File: src/rtl/riscv_mem_pkg.sv
// Shared definitions for the data-side memory port.
// Holds func3 size encodings, MMIO window constants, FSM state encodings and
// the alignment check used by the request decoder.
package riscv_mem_pkg;

   // func3 load/store size encodings (stores use only [1:0])
   localparam logic [2:0] SizeLb  = 3'b000;
   localparam logic [2:0] SizeLh  = 3'b001;
   localparam logic [2:0] SizeLw  = 3'b010;
   localparam logic [2:0] SizeLbu = 3'b100;
   localparam logic [2:0] SizeLhu = 3'b101;

   // MMIO window: req_addr[31:28] tag and offsets within the window
   localparam logic [3:0]  MmioTag        = 4'h8;
   localparam logic [27:0] MmioCycleOff   = 28'h10;
   localparam logic [27:0] MmioInstretOff = 28'h14;
   localparam logic [27:0] MmioClearOff   = 28'h18;

   // FSM state encodings
   localparam logic [1:0] StIdle = 2'd0;
   localparam logic [1:0] StReq  = 2'd1;
   localparam logic [1:0] StResp = 2'd2;
   localparam logic [1:0] StDone = 2'd3;

   // Halves need an even offset, words need offset 0; bytes are always aligned.
   function automatic logic is_misaligned(logic [2:0] size, logic [1:0] off);
      logic mis;
      case (size[1:0])
         2'b01:   mis = off[0];
         2'b10:   mis = (off != 2'b00);
         default: mis = 1'b0;
      endcase
      return mis;
   endfunction

endpackage

File: src/rtl/dmem_port_if.sv
// Bus between dmem_port and the multi-cycle data memory.
//   master: request side (valid/mask/addr/wdata out, ready/resp in)
//   slave : memory side
interface dmem_port_if #(
   parameter int unsigned ADDR_W = 14
);
   logic              mem_req_valid;
   logic              mem_req_ready;
   logic [3:0]        mem_we_mask;
   logic [ADDR_W-1:0] mem_addr;
   logic [31:0]       mem_wdata;
   logic              mem_resp_valid;
   logic [31:0]       mem_resp_data;

   modport master (
      output mem_req_valid, mem_we_mask, mem_addr, mem_wdata,
      input  mem_req_ready, mem_resp_valid, mem_resp_data
   );

   modport slave (
      input  mem_req_valid, mem_we_mask, mem_addr, mem_wdata,
      output mem_req_ready, mem_resp_valid, mem_resp_data
   );
endinterface

File: src/rtl/mem_lane_align.sv
// Byte-lane steering for the data port (purely combinational).
//   size_i/off_i : func3 size and byte offset of the access
//   wdata_i      : right-aligned store data
//   rword_i      : raw word read back (memory or MMIO)
//   mask_o       : byte write mask for a store
//   wdata_o      : store data replicated across lanes
//   rdata_o      : selected and sign/zero-extended load result
module mem_lane_align
   import riscv_mem_pkg::*;
(
   input  logic [2:0]  size_i,
   input  logic [1:0]  off_i,
   input  logic [31:0] wdata_i,
   input  logic [31:0] rword_i,
   output logic [3:0]  mask_o,
   output logic [31:0] wdata_o,
   output logic [31:0] rdata_o
);

   logic [31:0] shifted;
   logic [7:0]  sel_byte;
   logic [15:0] sel_half;

   assign shifted  = rword_i >> {off_i, 3'b000};
   assign sel_byte = shifted[7:0];
   assign sel_half = off_i[1] ? rword_i[31:16] : rword_i[15:0];

   always_comb begin
      mask_o  = 4'b1111;
      wdata_o = wdata_i;
      case (size_i[1:0])
         2'b00: begin
            mask_o  = 4'b0001 << off_i;
            wdata_o = {4{wdata_i[7:0]}};
         end
         2'b01: begin
            mask_o  = 4'b0011 << off_i;
            wdata_o = {2{wdata_i[15:0]}};
         end
         default: ;
      endcase
   end

   always_comb begin
      rdata_o = rword_i;
      case (size_i)
         SizeLb:  rdata_o = {{24{sel_byte[7]}}, sel_byte};
         SizeLh:  rdata_o = {{16{sel_half[15]}}, sel_half};
         SizeLbu: rdata_o = {24'b0, sel_byte};
         SizeLhu: rdata_o = {16'b0, sel_half};
         default: ;
      endcase
   end

endmodule

File: src/rtl/dmem_port.sv
// Data-side load/store responder for the pipeline.
// Decodes the request, runs a 4-state handshake with the data memory, extends
// load data, and serves an MMIO window with free-running cycle/instret counters.
//   clk, reset           : clock, asynchronous active-high reset
//   req_*                : pipeline load/store request
//   retire               : instruction retired (instret increment)
//   stall                : pipeline hold while a memory access is in flight
//   rdata/rdata_valid    : extended load result and its one-cycle strobe
//   misalign             : one-cycle strobe for a rejected misaligned request
//   mem                  : memory bus (master side)
module dmem_port
   import riscv_mem_pkg::*;
#(
   parameter int unsigned ADDR_W   = 14,
   parameter logic [3:0]  MMIO_TAG = MmioTag
) (
   input  logic        clk,
   input  logic        reset,
   input  logic        req_valid,
   input  logic        req_we,
   input  logic [2:0]  req_size,
   input  logic [31:0] req_addr,
   input  logic [31:0] req_wdata,
   input  logic        retire,
   output logic        stall,
   output logic [31:0] rdata,
   output logic        rdata_valid,
   output logic        misalign,
   dmem_port_if.master mem
);

   logic [1:0]        state_q, state_d;
   logic [ADDR_W-1:0] addr_q;
   logic [2:0]        size_q;
   logic [1:0]        off_q;
   logic              we_q;
   logic [3:0]        mask_q;
   logic [31:0]       wdata_q;
   logic [31:0]       rdata_q;
   logic              rdata_valid_q;
   logic              misalign_q;
   logic [31:0]       cycle_q;
   logic [31:0]       instret_q;

   logic        is_idle, live_mis, is_mmio, mem_start, mmio_acc, clr;
   logic [27:0] mmio_off;
   logic [31:0] mmio_word;
   logic [2:0]  al_size;
   logic [1:0]  al_off;
   logic [31:0] al_rword, al_rdata, al_wdata;
   logic [3:0]  al_mask;

   assign is_idle   = (state_q == StIdle);
   assign live_mis  = is_misaligned(req_size, req_addr[1:0]);
   assign is_mmio   = (req_addr[31:28] == MMIO_TAG);
   assign mmio_off  = req_addr[27:0];
   assign mem_start = is_idle & req_valid & ~live_mis & ~is_mmio;
   assign mmio_acc  = is_idle & req_valid & ~live_mis & is_mmio;
   assign clr       = mmio_acc & req_we & (mmio_off == MmioClearOff);

   // MMIO reads are word-granular; the aligner picks the byte/half afterwards
   always_comb begin
      mmio_word = 32'b0;
      if (mmio_off[27:2] == MmioCycleOff[27:2]) begin
         mmio_word = cycle_q;
      end else if (mmio_off[27:2] == MmioInstretOff[27:2]) begin
         mmio_word = instret_q;
      end
   end

   // Aligner sees the live request in IDLE (latch/MMIO) and the held fields otherwise
   assign al_size  = is_idle ? req_size       : size_q;
   assign al_off   = is_idle ? req_addr[1:0]  : off_q;
   assign al_rword = is_idle ? mmio_word      : mem.mem_resp_data;

   mem_lane_align u_align (
      .size_i  (al_size),
      .off_i   (al_off),
      .wdata_i (req_wdata),
      .rword_i (al_rword),
      .mask_o  (al_mask),
      .wdata_o (al_wdata),
      .rdata_o (al_rdata)
   );

   always_comb begin
      state_d = state_q;
      case (state_q)
         StIdle:  if (mem_start) state_d = StReq;
         StReq:   if (mem.mem_req_ready) state_d = we_q ? StDone : StResp;
         StResp:  if (mem.mem_resp_valid) state_d = StDone;
         default: state_d = StIdle;
      endcase
   end

   always_ff @(posedge clk or posedge reset) begin
      if (reset) begin
         state_q       <= StIdle;
         addr_q        <= '0;
         size_q        <= '0;
         off_q         <= '0;
         we_q          <= 1'b0;
         mask_q        <= '0;
         wdata_q       <= '0;
         rdata_q       <= '0;
         rdata_valid_q <= 1'b0;
         misalign_q    <= 1'b0;
         cycle_q       <= '0;
         instret_q     <= '0;
      end else begin
         state_q       <= state_d;
         rdata_valid_q <= 1'b0;
         misalign_q    <= is_idle & req_valid & live_mis;
         // A clear wins over the same cycle's increment
         cycle_q       <= clr ? 32'b0 : cycle_q + 32'd1;
         instret_q     <= clr ? 32'b0 : instret_q + {31'b0, retire};
         if (mem_start) begin
            addr_q  <= req_addr[ADDR_W+1:2];
            size_q  <= req_size;
            off_q   <= req_addr[1:0];
            we_q    <= req_we;
            mask_q  <= req_we ? al_mask : 4'b0000;
            wdata_q <= al_wdata;
         end
         if (mmio_acc & ~req_we) begin
            rdata_q       <= al_rdata;
            rdata_valid_q <= 1'b1;
         end
         if ((state_q == StResp) & mem.mem_resp_valid) begin
            rdata_q       <= al_rdata;
            rdata_valid_q <= 1'b1;
         end
      end
   end

   // Gated by reset so an aborted access releases the pipeline immediately
   assign stall = ~reset & (mem_start | (state_q == StReq) | (state_q == StResp));

   assign mem.mem_req_valid = (state_q == StReq);
   assign mem.mem_we_mask   = mask_q;
   assign mem.mem_addr      = addr_q;
   assign mem.mem_wdata     = wdata_q;

   assign rdata       = rdata_q;
   assign rdata_valid = rdata_valid_q;
   assign misalign    = misalign_q;

endmodule

File: src/flat_wrapper.sv
// flat-port wrapper written by rule: the top's interface ports become plain ports
module dmem_port_flat import riscv_mem_pkg::*;
#(
   parameter int unsigned ADDR_W   = 14,
   parameter logic [3:0]  MMIO_TAG = MmioTag
)
  (clk, reset, req_valid, req_we, req_size, req_addr, req_wdata, retire, stall, rdata, rdata_valid, misalign, mem_mem_req_valid, mem_mem_we_mask, mem_mem_addr, mem_mem_wdata, mem_mem_req_ready, mem_mem_resp_valid, mem_mem_resp_data);
  dmem_port_if #(.ADDR_W(ADDR_W)) mem_i ();
  input  logic clk;
  input  logic reset;
  input  logic req_valid;
  input  logic req_we;
  input  logic [2:0] req_size;
  input  logic [31:0] req_addr;
  input  logic [31:0] req_wdata;
  input  logic retire;
  output logic stall;
  output logic [31:0] rdata;
  output logic rdata_valid;
  output logic misalign;
  output wire logic [$bits(mem_i.mem_req_valid)-1:0] mem_mem_req_valid;
  output wire logic [$bits(mem_i.mem_we_mask)-1:0] mem_mem_we_mask;
  output wire logic [$bits(mem_i.mem_addr)-1:0] mem_mem_addr;
  output wire logic [$bits(mem_i.mem_wdata)-1:0] mem_mem_wdata;
  input wire logic [$bits(mem_i.mem_req_ready)-1:0] mem_mem_req_ready;
  input wire logic [$bits(mem_i.mem_resp_valid)-1:0] mem_mem_resp_valid;
  input wire logic [$bits(mem_i.mem_resp_data)-1:0] mem_mem_resp_data;
  assign mem_mem_req_valid = mem_i.mem_req_valid;
  assign mem_mem_we_mask = mem_i.mem_we_mask;
  assign mem_mem_addr = mem_i.mem_addr;
  assign mem_mem_wdata = mem_i.mem_wdata;
  assign mem_i.mem_req_ready = mem_mem_req_ready;
  assign mem_i.mem_resp_valid = mem_mem_resp_valid;
  assign mem_i.mem_resp_data = mem_mem_resp_data;
  dmem_port #(.ADDR_W(ADDR_W), .MMIO_TAG(MMIO_TAG)) u_core (.clk(clk), .reset(reset), .req_valid(req_valid), .req_we(req_we), .req_size(req_size), .req_addr(req_addr), .req_wdata(req_wdata), .retire(retire), .stall(stall), .rdata(rdata), .rdata_valid(rdata_valid), .misalign(misalign), .mem(mem_i));
endmodule
File: config.mk
export PLATFORM = sky130hd
export DESIGN_NAME = dmem_port_flat
export DESIGN_NICKNAME = d
export VERILOG_FILES = /design/src/rtl/riscv_mem_pkg.sv /design/src/rtl/dmem_port_if.sv /design/src/rtl/mem_lane_align.sv /design/src/rtl/dmem_port.sv /design/src/flat_wrapper.sv
export SDC_FILE = /design/constraint.sdc
export NUM_CORES = 1
export LEC_CHECK = 0
export ABC_AREA = 0
export BUFFER_PORTS_ARGS = -buffer_cell sky130_fd_sc_hd__clkbuf_2
export CORE_MARGIN = 1
export CORE_UTILIZATION = 50
export DETAILED_ROUTE_END_ITERATION = 8
export GPL_TIMING_DRIVEN = 0
export PLACE_DENSITY = 0.77
export REMOVE_ABC_BUFFERS = 1
export SLEW_MARGIN = 5
export SYNTH_ARGS = -nofsm -noshare
export SYNTH_HDL_FRONTEND = slang
export SYNTH_SLANG_ARGS = --single-unit
File: constraint.sdc
create_clock -name clk -period 5.7 [get_ports clk]
set_input_delay 1.14 -clock clk [delete_from_list [all_inputs] [get_ports clk]]
set_output_delay 1.14 -clock clk [all_outputs]
set_load 0.03 [all_outputs]
Word-level counts from Yosys, hierarchy flattened
Index checks and enable logic that the tools add are counted.

storage, ports and cells
  flip-flop bits (word level) = 156
  input bits = 106
  output and inout port bits = 86
  word-level logic and storage cells = 76

cells by class
  muxes and demuxes = 22
  shifts and indexed selects = 3
  reductions and logical operators = 6
  bitwise logic cells = 16
  equal/unequal tests = 15
  $add $sub $neg = 2

operator list
  cell                                                  count
  two-way mux 32 bit                                    7
  case mux 32 bit (4 select lines)                      1
  case mux 32 bit (2 select lines)                      1
  equality test 26 x 3 -> 1 bit, second input constant  2
  adder 32 x 1 -> 32 bit                                1
  adder 32 x 1 -> 32 bit, second input constant         1
  right shift 32 x 5 -> 8 bit                           1
  equality test 28 x 5 -> 1 bit, second input constant  1
  two-way mux 16 bit                                    1
  bitwise AND 1 bit                                     10
  two-way mux 2 bit                                     4
  case mux 4 bit (2 select lines)                       1
  equality test 2 x 1 -> 1 bit, second input constant   3
  equality test 3 bit, second input constant            2
  case mux 2 bit (3 select lines)                       1
  equality test 2 bit, second input constant            2
  equality test 4 bit, second input constant            1
  logical NOT 2 bit                                     2
  two-way mux 4 bit                                     1
  != test 2 bit, second input constant                  2
  inverter 1 bit                                        4
  nonzero test 2 bit                                    2
  left shift 1 x 2 -> 4 bit, first input constant       1
  left shift 2 x 2 -> 4 bit, first input constant       1
  8 further kinds                                       11

Longest topological paths before layout
Gate-level depths: netlist (run 1).

  depth in word-level cells = 8
  depth in mapped cells = 11
  gate-level depth less buffers = 9

Cells and area by module
From an unflattened synthesis (run 1), not the netlist that was laid out.

second synthesis, totals
  cells, all modules = 952
  area total of the unflattened synthesis = 8764.7 um2

modules (own cells, without submodules)
  module          area each (um2)  times used  cells an instance  seq. area each (um2)
  dmem_port       7497.2           1           758                3903.7
  mem_lane_align  1267.5           1           194                0.0

Least setup slack after synthesis (run 1)
No wires, ideal clock.

  path type = in2out
  from = in req_addr[1]
  to = out stall
  path buffers = 3
  slack = 1745 ps
  stages on the path = 7
  data arrival time = 2815 ps
  required time = 4560 ps
  cell sequence = clkbuf_1 -> o21ai_0 -> a21oi_1 -> or3_1 -> clkbuf_1 -> clkbuf_1 -> a21oi_1

on the way
  cells in the longest elaborated chain, start to end = 8

RTL lines
  element                          RTL line             RTL
  from (decl)                      flat_wrapper.sv:14   input logic [31:0] req_addr;
  nonzero test 2 bit               riscv_mem_pkg.sv:30  2'b10: mis = (off != 2'b00);
  case mux 1 bit (2 select lines)  riscv_mem_pkg.sv:28  case (size[1:0])
  inverter 1 bit                   dmem_port.sv:57      assign mem_start = is_idle & req_valid & ~live_mis & ~is_mmio;
  bitwise AND 1 bit (2 in a row)   dmem_port.sv:57
  bitwise OR 1 bit (2 in a row)    dmem_port.sv:137     assign stall = ~reset & (mem_start | (state_q == StReq) | (state_q == StResp));
  bitwise AND 1 bit                dmem_port.sv:137
  to (decl)                        flat_wrapper.sv:17   output logic stall;

Every way passes these cells.

Worst setup path after layout (run 1)
  from = reg u_core.state_q[1]
  to = out stall

on the way
  cells in the longest elaborated chain, start to end = 7
  elaborated cells between the ends (all ways) = 9
  classes of those cells = eq/ne (2); bitwise (6); reduce/logical (1)

RTL lines
  element                         RTL line          RTL
  from (decl)                     dmem_port.sv:32   logic [1:0] state_q, state_d;
  from (signal assigned)          dmem_port.sv:98   state_q <= StIdle;
  from (signal assigned)          dmem_port.sv:111  state_q <= state_d;
  logical NOT 2 bit               dmem_port.sv:53   assign is_idle = (state_q == StIdle);
  bitwise AND 1 bit (3 in a row)  dmem_port.sv:57
  bitwise OR 1 bit                dmem_port.sv:137
  bitwise OR 1 bit (*)            dmem_port.sv:137
  bitwise AND 1 bit (*)           dmem_port.sv:137

Mark *: on every way between the ends. The rest lies on a longest branch, timed or not.

==> summary.md, run 1 <==
| Metric | Value |
|---|---|
| Via Count | 8,139 |
| # rows | 47 |
| Global Route met2 Usage | 42.3% |
| Max-slew headroom | about a tenth |
| Initial Utilization | 52.0% |
| # clock sinks | around 160 |
| Wirelength per Cell | 18.0 um |
| Total grt overflow | 0 |
| Top Usage Layer GRT | met2 |
| Yosys reg bits | 156 |
| Die height | 134 um |
| Largest family of logic cells by synthesized area | simple AND/OR/NAND/NOR gates |
| Clock network latency to the later pin of the worst-skew pair | 0.43 ns |
| Initial antenna violation count | 0 |
| Routed WL | approximately 25,000 um |
| Area occupied by multi-input gates | 0.00456 mm^2 |
| H-tree Lvls | 4 |
| Cell variety after synth | 55 |
| Root Driver | clkbuf_16 |
| GP Congestion | 0.894 |
| Simple-Gate Fraction of Synth Area | between 20% and 30% |
| Crit-path cells | inv_1 > ha_2 > nand2_1 > or3_2 > a21oi_1 > clkbuf_2 |
| Worst VDD drop | 0.000341 V |
| Area share of xor/xnor cells in the synthesized design | 5.71% |
| Fillers | approximately 1,500 |
| Io pins | about 190 |
| Cells after Synth | 998 |
| First-pass GRT wire length | 39,400 um |
| GR met3 Demand/Resource | 5.37% |
| Top FF cell, synth | dfrtp_1 |
| Combinational Power Share | 47.8% |
| Clock Path Buffers | 2 |
| Final setup vio count | 0 |
| Diode count | 0 |
| Compound-Gate Fraction of Synth Area | 13.9% |
| Post-synth ARST share | 100% |
| Yosys warns | 0 |
| CP Max Fanout | 45 |
| Adder-cell share of the synthesized area | 1.29% |
| Die area | ~0.018 mm^2 |
| Slowest CP cell | ha_2 |
| Met1 Usage GRT | 40.8% |
| Area delta synth->final | 20.1% |
| CTS tree | yes |
| Kind of critical path | reg2out |
| Design area | 0.0105 mm^2 |
| Port bufs | 191 |
| R2R Setup Slk | about 1.5 ns |
| Sequential share of the synthesized area | 44.7% |
| Seq. cell area | 0.00390 mm^2 |
| CP peak stage delay | 0.83 ns |
| Commonest cells after routing, fill and taps aside | 191 x clkbuf_2, 188 x nand2_1, 156 x dfrtp_1 |
| CTS-repair resized insts | 0 |
| DR pass1 iterations | 5 |
| Via density | 5.85 |
| DRT antenna net count | 0 |
| Layout cell share with drive strength beyond 1 | 22.2% |
| Commonest non-fill, non-tap cell in the layout | clkbuf_2 |
| Post-synth EDFFs | 0 |
| # hold bufs at CTS | 0 |
| Remaining DRCs | 0 |
| Clock power frac | 21.0% |
| Final period utilization | 79.3% |
| Final worst slack | 1.18 ns |
| Mean Syn Cell Area | 8.76 um^2 |
| Worst min path class | reg2reg |
| Mux cell area share after synthesis | 7.53% |
| CORE AREA | 0.0168 mm^2 |
| RSZ-0062 raised after global routing | false |
| Switch Pwr | 0.00250 W |
| Dpl cell area | 0.00990 mm^2 |
| Final Hold Viols | 0 |
| Crit path capture type | output port |
| Max Clock Skew | 0.00930 ns |
| Vias in the first global route | 7,580 |
| Sw Ratio | a little under half |
| Max-slew violations | 0 |
| Total CTS buffers | 17 |
| Die width | 134 um |
| Total GRT Usage | 28.2% |
| Fmax | 221 MHz |
| Sequential power share | a little over 30% |
| Synthesized area | a little under 0.009 mm^2 |
| Critical Path Start Type | flip-flop |
| Worst-path clk slew | 0.06 ns |
| Leak | 5.01 nW |
| Pwr dens | 518 mW/mm^2 |
| Worst-margin pin slew | ~1.3 ns |
| Placement Setup Slack | approximately 1.5 ns |
| Max-capacitance violation count | 0 |
| Fin crit period | 4.52 ns |
| Critical Path RT | approximately 4.6 ns |
| Internal power | 0.00294 W |
| Initial DRC Count | 843 |
| Critical Path AT | roughly 3.4 ns |
| HPWL after DPL | 17,900 um |
| Postcts setup bufs | 0 |
| Largest net degree at the start of global routing | 116 |
| Final net count | 1,274 |
| Status | finished, final reports clean |
-- cells in the mapped netlist (18+ instances only) --
library cell	n	area, um^2
dfrtp_1	156	3900
mux2i_1	50	500
nand3_1	26	130
o21ai_0	55	275
and3_1	24	150
xor2_1	33	289
clkbuf_1	38	143
xnor2_1	24	210
nand2_1	188	706
a21oi_1	51	255
nand4_1	18	113
nor2_1	121	454
o22ai_1	20	125
-- stage by stage --
stage          std cells  utilization [%]  hold slack (ns)  total power, W  setup TNS [ns]
4_1_cts             1392             62.4            0.476         0.00543               0
2_1_floorplan        939                -            0.445         0.00343               0
3_3_place_gp        1350             57.8            0.453         0.00416         -247.78
5_1_grt             1392             62.4            0.497         0.00574               0
3_5_place_dp        1360             58.9            0.461         0.00428               0
6_report            1392             62.4            0.471         0.00544               0
-- power by group through the flow --
stage / logic, W / registers, W / clock network (W)
final: 0.00260 / 0.00169 / 0.00114
after floorplan: 0.00122 / 0.00221 / 0
after global routing: 0.00281 / 0.00173 / 0.00120
after CTS: 0.00258 / 0.00169 / 0.00115
after global placement: 0.00247 / 0.00169 / 0
after detailed placement: 0.00257 / 0.00171 / 0
-- registers in the layout, summed over array words and instances, names as in the netlist --
| register | cells |
|---|---|
| u_core.misalign | 1 |
| u_core.cycle_q | 32 |
| u_core.size_q | 3 |
| u_core.off_q | 2 |
| u_core.rdata_valid | 1 |
| u_core.instret_q | 32 |
| u_core.state_q | 2 |
| u_core.mem.mem_we_mask | 4 |
| u_core.we_q | 1 |
| u_core.mem.mem_addr | 14 |
| u_core.mem.mem_wdata | 32 |
| u_core.rdata | 32 |
-- metal layers --
| metal | vias up | wire length, um |
|---|---|---|
| li1 | 3834 | - |
| met1 | 3863 | 10800 |
| met2 | 396 | 11500 |
| met3 | 46 | 2220 |
| met4 | 0 | 515 |
| met5 | - | 0 |
-- worst paths after layout --
kind / end / cells past startpoint / start
max: stall / 6 / u_core.state_q[1]
min: u_core.mem.mem_wdata[3] / 2 / u_core.mem.mem_wdata[3]
max reg2reg: u_core.rdata[7] / 8 / u_core.state_q[1]
min reg2reg: u_core.mem.mem_wdata[3] / 2 / u_core.mem.mem_wdata[3]
max in group asynchronous: u_core.size_q[2] / 3 / reset
min in group asynchronous: u_core.mem.mem_addr[2] / 2 / reset
-- worst max-delay path, delay by kind of cell, from the launching register on --
kind	cells	cell delay [ns]
and+or+nand+nor	2	1.16
DFF	1	0.41
AOI/OAI and AO/OA	1	0.22
adders and majority gates	1	0.83
buffers and inverters	2	0.32
-- cells by family after synthesis --
logic type,after synthesis
XOR/XNOR,57
flip-flops,156
AND/OR/NAND/NOR,445
adder cells (fa/ha/maj),9
buffers and inverters,72
multiplexers,64
AO/OA/AOI/OAI,195
-- final cells by class --
class                      instances  share of cell area (%)
timing repair buffer             201                    10.6
inverter                          13                   0.537
sequential                       156                    37.2
multi-input combinational        770                    43.4
tap                              220                    2.62
clock inverter                    10                    1.10
clock buffer                      22                    4.52
(Power assumes the default switching activity.)
==> inputs of run 2 (changes only) <==
--- a/config.mk
+++ b/config.mk
@@ -8,10 +8,10 @@
 export ABC_AREA = 0
 export BUFFER_PORTS_ARGS = -buffer_cell sky130_fd_sc_hd__clkbuf_2
 export CORE_MARGIN = 1
-export CORE_UTILIZATION = 50
+export CORE_UTILIZATION = 55
 export DETAILED_ROUTE_END_ITERATION = 8
 export GPL_TIMING_DRIVEN = 0
-export PLACE_DENSITY = 0.77
+export PLACE_DENSITY = 0.81
 export REMOVE_ABC_BUFFERS = 1
 export SLEW_MARGIN = 5
 export SYNTH_ARGS = -nofsm -noshare
==> constraint.sdc (replaced) <==
create_clock -name clk -period 4.6 [get_ports clk]
set_input_delay 0.92 -clock clk [delete_from_list [all_inputs] [get_ports clk]]
set_output_delay 0.92 -clock clk [all_outputs]
set_load 0.03 [all_outputs]
==> run 2 against run 1 <==
  * Sequential cell count is the same
  * Critical path depth grew 2
  * First-iteration DRC count grew 7.5%
  * Cell count shrank 0.65%
  * Global-route usage grew 2.8 points
  * Cell area is essentially flat
  * Count of clock-buffer cells in the layout shrank 4
  * Sequential share of layout area is essentially flat
  * Die area shrank 9.0%
  * Setup slack lost 0.82 ns
  * Register-to-register slack lost 1.1 ns
  * Via count grew 1.5%
  * Highest routed layer is now met5
==> summary.md, run 2 (same netlist as run 1, synthesis figures left out) <==
| Metric | Value |
|---|---|
| Status | finished, final reports clean |
| Kind of cell adding the most delay to the critical path | compound AO/OA/AOI/OAI gates |
| Total CTS buffers | 17 (unchanged) |
| First-pass GRT wire length | 38,900 um (-1.2%) |
| Routed WL | 24,800 um (-1.2%) |
| Max-capacitance violation count | 0 (unchanged) |
| Fmax | 236 MHz |
| HPWL after DPL | 17,600 um (-1.8%) |
| Postcts setup bufs | 0 (unchanged) |
| DR pass1 iterations | 5 (unchanged) |
| CTS tree | yes |
| Setup TNS | 0 ns (unchanged) |
| # rows | 45 (-4.3%) |
| RSZ-0062 raised after global routing | false |
| Final Non-Filler Cells | 1,383 (-0.65%) |
| Fin crit period | 4.23 ns |
| Critical Path AT | 4.50 ns (+1.12 ns) |
| Io pins | 192 (unchanged) |
| Clock network latency to the later pin of the worst-skew pair | 0.44 ns (about the same) |
| Dpl cells | 1,350 (-0.74%) |
| Via Count | 8,259 (+1.5%) |
| CP dominant cell by count | nand2_1 |
| Design area | 0.0105 mm^2 (about the same) |
| H-tree Lvls | 4 (unchanged) |
| Critical Path RT | 4.86 ns (+0.30 ns) |
| Leak | 5.01 nW (about the same) |
| Via density | 5.97 (+2.1%) |
| Commonest non-fill, non-tap cell in the layout | clkbuf_2 |
| Die width | 128 um (-4.6%) |
| Buf/Inv on CP | 2 (unchanged) |
| Commonest cells after routing, fill and taps aside | 191 x clkbuf_2, 188 x nand2_1, 156 x dfrtp_1 |
| Pwr dens | 644 mW/mm^2 (+24%) |
| Max-slew headroom | 14.4% (+4.1 points) |
| Total grt overflow | 0 (unchanged) |
| Crit path capture type | flip-flop |
| Root Driver | clkbuf_16 |
| Worst min path class | reg2reg |
| # hold bufs at CTS | 0 (unchanged) |
| Layout cell share with drive strength beyond 1 | 22.4% (+0.19 points) |
| Wirelength per Cell | 17.9 um (-0.52%) |
| Kind of critical path | reg2reg |
| Critical Path Start Type | flip-flop |
| # clock sinks | 156 (unchanged) |
| Final net count | 1,273 (-0.078%) |
| Initial DRC Count | 906 (+7.5%) |
| Max Clock Skew | 0.0112 ns (+0.00185 ns) |
| Die height | 128 um (-4.6%) |
| Remaining DRCs | 0 (unchanged) |
| Port bufs | 191 (unchanged) |
| Max-slew violations | 0 (unchanged) |
| Final setup vio count | 0 (unchanged) |
| Initial Utilization | 56.8% (+4.9 points) |
| Area delta synth->final | 20.1% (about the same) |
| Worst VDD drop | 0.000333 V (-2.3%) |
| GP Congestion | 0.884 (-1.1%) |
| Die area | 0.0164 mm^2 (-9.0%) |
| Initial antenna violation count | 1 (+1) |
| Worst-path clk slew | 0.07 ns (about the same) |
| Worst-margin pin slew | 1.28 ns (-0.0290 ns) |
| CP Max Fanout | 54 (+20%) |
| Dpl cell area | 0.00989 mm^2 (-0.15%) |
| Final period utilization | a little over 90% |
| CTS-repair resized insts | 0 (unchanged) |
| Final Hold Viols | 0 (unchanged) |
| Vias in the first global route | 7,601 (+0.28%) |
| Slowest CP cell | ha_2 |
| Overall Power | 0.00676 W (+24%) |
| CP peak stage delay | 0.80 ns (-0.03 ns) |
| CORE AREA | 0.0154 mm^2 (-8.6%) |
| Crit-path cells | inv_1 > ha_2 > nand2_1 > o41a_1 > inv_2 > nand2_1 > a31oi_1 > a211oi_1 |
| Total GRT Usage | 30.9% (+2.8 points) |
| Largest net degree at the start of global routing | 114 (-1.7%) |
| DRT antenna net count | 0 (unchanged) |
| Clock Path Buffers | 2 (unchanged) |
==> run 2: cell type report <==
class                   instances  area, um^2
diodes                          1        2.50
multi-input cells             770        4560
inverters                      13        56.3
repair buffers                200        1110
flip-flops and latches        156        3900
well taps                     211         264
fillers                      1232        4880
clock buffers                  18         439
clock inverters                14         160
==> run 2: final timing paths <==
kind	startpoint	end	slack [ns]	depth (start not counted)
worst max-delay path	u_core.state_q[0]	u_core.rdata[14]	0.37	8
worst min-delay path	u_core.mem.mem_we_mask[0]	u_core.mem.mem_we_mask[0]	0.47	2
worst max register to register	u_core.state_q[0]	u_core.rdata[14]	0.37	8
worst min register to register	u_core.mem.mem_we_mask[0]	u_core.mem.mem_we_mask[0]	0.47	2
max in group asynchronous	reset	u_core.rdata[1]	3.27	3
min in group asynchronous	reset	u_core.mem.mem_addr[3]	0.48	2
==> run 2: metal layers <==
layer  global-route usage [%]  vias to the layer above  share of wire (%)
li1                         -                     3852                  -
met5                     2.79                        -               0.23
met2                     46.5                      385                 46
met1                     42.4                     3944                 42
met3                     7.39                       76                8.5
met4                     13.7                        2                3.4
==> run 2: worst register-to-register path: cells and delay by family, from the launching register on <==
family | cells | cell delay [ns]
simple gates | 2 | 0.49
fa+ha+maj | 1 | 0.80
compound gates | 3 | 1.56
buf+inv | 2 | 0.80
flops | 1 | 0.41
==> run 2: per-stage QoR <==
| step | utilization, % | setup WS, ns | hold slack, ns |
|---|---|---|---|
| floorplan | - | -0.527 | 0.445 |
| global placement | 63.1 | -2.54 | 0.455 |
| detailed placement | 64.3 | 0.474 | 0.457 |
| CTS | 68.2 | 0.487 | 0.471 |
| global route | 68.3 | 0.167 | 0.490 |
| finish | 68.3 | 0.365 | 0.470 |
==> run 2: report_power, final <==
group,internal [W],switching (W),leakage (nW)
combinational,0.00101,0.00221,2.74
clock,0.000826,0.000614,0.286
sequential,0.00179,0.000309,1.98
==> inputs of run 3 (changes only) <==
--- a/config.mk
+++ b/config.mk
@@ -12,6 +12,7 @@
 export DETAILED_ROUTE_END_ITERATION = 8
 export GPL_TIMING_DRIVEN = 0
 export PLACE_DENSITY = 0.81
+export RECOVER_POWER = 100
 export REMOVE_ABC_BUFFERS = 1
 export SLEW_MARGIN = 5
 export SYNTH_ARGS = -nofsm -noshare
==> constraint.sdc (replaced) <==
create_clock -name clk -period 4.6 [get_ports clk]
set_input_delay 0.92 -clock clk [delete_from_list [all_inputs] [get_ports clk]]
set_output_delay 0.92 -clock clk [all_outputs]
set_load 0.005 [all_outputs]
==> run 3 against run 2 <==
  * The flow now finishes with violations (max-capacitance violations, max-slew violations)
  * Critical path depth stayed put
  * Largest cell class unchanged
  * Critical endpoint is now u_core.rdata[12]
  * Register-to-register slack got worse by 0.03 ns
  * Sequential power about the same
==> summary.md, run 3 (same netlist as run 1, synthesis figures left out) <==
| Metric | Value |
|---|---|
| Clock Path Buffers | 2 (unchanged) |
| First-pass GRT wire length | 38,900 um (unchanged) |
| Reg2Reg Depth | 8 (unchanged) |
| # clock sinks | 156 (unchanged) |
| CP peak stage delay | 1.03 ns (+0.23 ns) |
| Area occupied by multi-input gates | 0.00454 mm^2 (-0.44%) |
| Port bufs | 191 (unchanged) |
| Max-slew headroom | -28.1% (-42 points) |
| Worst min path class | reg2reg |
| RSZ-0062 raised after global routing | false |
| Die area | 0.0164 mm^2 (unchanged) |
| Final Non-Filler Cells | 1,383 (unchanged) |
| Wirelength per Cell | 18.0 um (+0.36%) |
| Total GRT Usage | 30.9% (unchanged) |
| End-of-flow core utilization | 67.3% (-1.0 points) |
| Die width | 128 um (unchanged) |
| R2R Setup Slk | 0.33 ns (-0.03 ns) |
| Worst VDD drop | 0.000316 V (-5.2%) |
| Final setup vio count | 0 (unchanged) |
| HPWL after DPL | 17,600 um (unchanged) |
| Via Count | 8,257 (-0.024%) |
| Worst-path clk slew | 0.07 ns (about the same) |
| Fmax | 234 MHz (-0.78%) |
| GP Congestion | 0.884 (unchanged) |
| Layout cell share with drive strength beyond 1 | 17.5% (-4.9 points) |
| Via density | 5.97 (about the same) |
| CTS-repair resized insts | 0 (unchanged) |
| Final Hold Viols | 0 (unchanged) |
| DR pass1 iterations | 5 (unchanged) |
| Failing checks | max-capacitance violations, max-slew violations |
| Die height | 128 um (unchanged) |
| Switch Pwr | 0.00245 W (-22%) |
| Launch point of the critical path | u_core.state_q[0] |
| Setup TNS | 0 ns (unchanged) |
| Area delta synth->final | 18.3% |
| CORE AREA | 0.0154 mm^2 (unchanged) |
| Internal power | 0.00355 W (-2.1%) |
| Worst-margin pin slew | 1.91 ns (+0.631 ns) |
| Vias in the first global route | 7,601 (unchanged) |
| Fin crit period | 4.27 ns (+0.0333 ns) |
| Crit path capture type | flip-flop |
| Max Clock Skew | 0.0107 ns (-0.000444 ns) |
| Routed WL | 24,900 um (+0.36%) |
| # hold bufs at CTS | 0 (unchanged) |
| Commonest cells after routing, fill and taps aside | 188 x nand2_1, 156 x dfrtp_1, 140 x clkbuf_2 |
| Largest net degree at the start of global routing | 114 (unchanged) |
| Io pins | 192 (unchanged) |
| RR Endpoint | u_core.rdata[12] |
| Critical Path Start Type | flip-flop |
| Kind of cell adding the most delay to the critical path | buffers and inverters |
| Critical Path RT | 4.94 ns (+0.08 ns) |
| Seq. cell area | 0.00390 mm^2 (unchanged) |
| Status | complete, but fails checks |
| Commonest non-fill, non-tap cell in the layout | nand2_1 |
| Max-slew violations | 178 (+178) |
| Worst Min Path Start | u_core.mem.mem_we_mask[0] |
| Slowest CP cell | clkinv_1 |
| Pwr dens | 581 mW/mm^2 (-9.9%) |
| Kind of critical path | reg2reg |
| Buf/Inv on CP | 2 (unchanged) |
| Leak | 4.80 nW (-4.1%) |
| Combinational Power Share | 41.1% (-6.5 points) |
| Root Driver | clkbuf_16 |
| Initial antenna violation count | 1 (unchanged) |
| Endpoint, Worst Hold | u_core.mem.mem_we_mask[0] |
| Clock network latency to the later pin of the worst-skew pair | 0.44 ns (about the same) |
| Sequential power share | 35.0% (+3.9 points) |
| Final period utilization | 92.8% (+0.72 points) |
| Dpl cells | 1,350 (unchanged) |
| Initial Utilization | 56.8% (unchanged) |
| Initial DRC Count | 832 (-8.2%) |
| Crit-path cells | inv_1 > ha_2 > clkinv_1 > or3_1 > and3_1 > o221ai_1 > a31oi_1 > a211oi_1 |
| Total grt overflow | 0 (unchanged) |
| Sw Ratio | 40.8% (-5.5 points) |
| Critical Path AT | 4.61 ns (+0.11 ns) |
| Fillers | 1,277 (+3.7%) |
| CP Max Fanout | 45 (-17%) |
| Total CTS buffers | 17 (unchanged) |
| Clock power frac | 23.9% (+2.6 points) |
| Remaining DRCs | 0 (unchanged) |
| # rows | 45 (unchanged) |
| Final net count | 1,273 (unchanged) |
| Max-capacitance violation count | 3 (+3) |
| DRT antenna net count | 0 (unchanged) |
| Hold depth | 2 (unchanged) |
| CTS tree | yes |
| H-tree Lvls | 4 (unchanged) |
| RR Startpoint | u_core.state_q[0] |
| Postcts setup bufs | 0 (unchanged) |
-- run 3: power groups by stage --
stage | clock network [W] | registers, W | logic, W
finish | 0.00144 | 0.00210 | 0.00246
floorplan | 0 | 0.00209 | 0.00149
global placement | 0 | 0.00210 | 0.00237
CTS | 0.00144 | 0.00209 | 0.00251
global route | 0.00151 | 0.00215 | 0.00272
detailed placement | 0 | 0.00211 | 0.00250
-- run 3: stage by stage --
stage	power [W]	setup slack [ns]	cell area (um^2)	hold slack (ns)
floorplan	0.00358	-0.527	8490	0.445
global placement	0.00447	-2.54	9710	0.455
detailed placement	0.00461	0.474	9890	0.457
CTS	0.00604	0.487	10500	0.471
global route	0.00638	0.0867	10300	0.490
finish	0.00600	0.332	10300	0.470
-- run 3: area by class of cell --
| class | count | share of cell area [%] |
|---|---|---|
| Antenna cell | 1 | 0.0242 |
| Clock buffer | 18 | 4.25 |
| Clock inverter | 14 | 1.55 |
| Inverter | 13 | 0.484 |
| Multi-Input combinational cell | 770 | 43.9 |
| Sequential cell | 156 | 37.8 |
| Tap cell | 211 | 2.55 |
| Timing Repair Buffer | 200 | 9.44 |
-- run 3: worst register-to-register path: cells and delay by family, from the launching register on --
kind            cells  cell delay, ns
simple gates        2            0.80
compound gates      3            1.02
fa+ha+maj           1            0.81
flops               1            0.42
buf+inv             2            1.14
-- run 3: metal layers --
metal | global-route usage, % | part of all wire, % | wire [um] | vias up
li1 | - | - | - | 3855
met1 | 42.4 | 43 | 10600 | 3948
met2 | 46.5 | 46 | 11400 | 386
met3 | 7.39 | 8.4 | 2090 | 68
met4 | 13.7 | 3.3 | 828 | 0
met5 | 2.79 | 0 | 0 | -
-- run 3: how the worst max path moves through the flow --
stage	to	cells past startpoint
3_3_place_gp	u_core.state_q[1]	6
3_5_place_dp	u_core.rdata[12]	7
5_1_grt	u_core.cycle_q[6]	9
4_1_cts	u_core.rdata[14]	8
6_report	u_core.rdata[12]	8
2_1_floorplan	u_core.cycle_q[0]	1
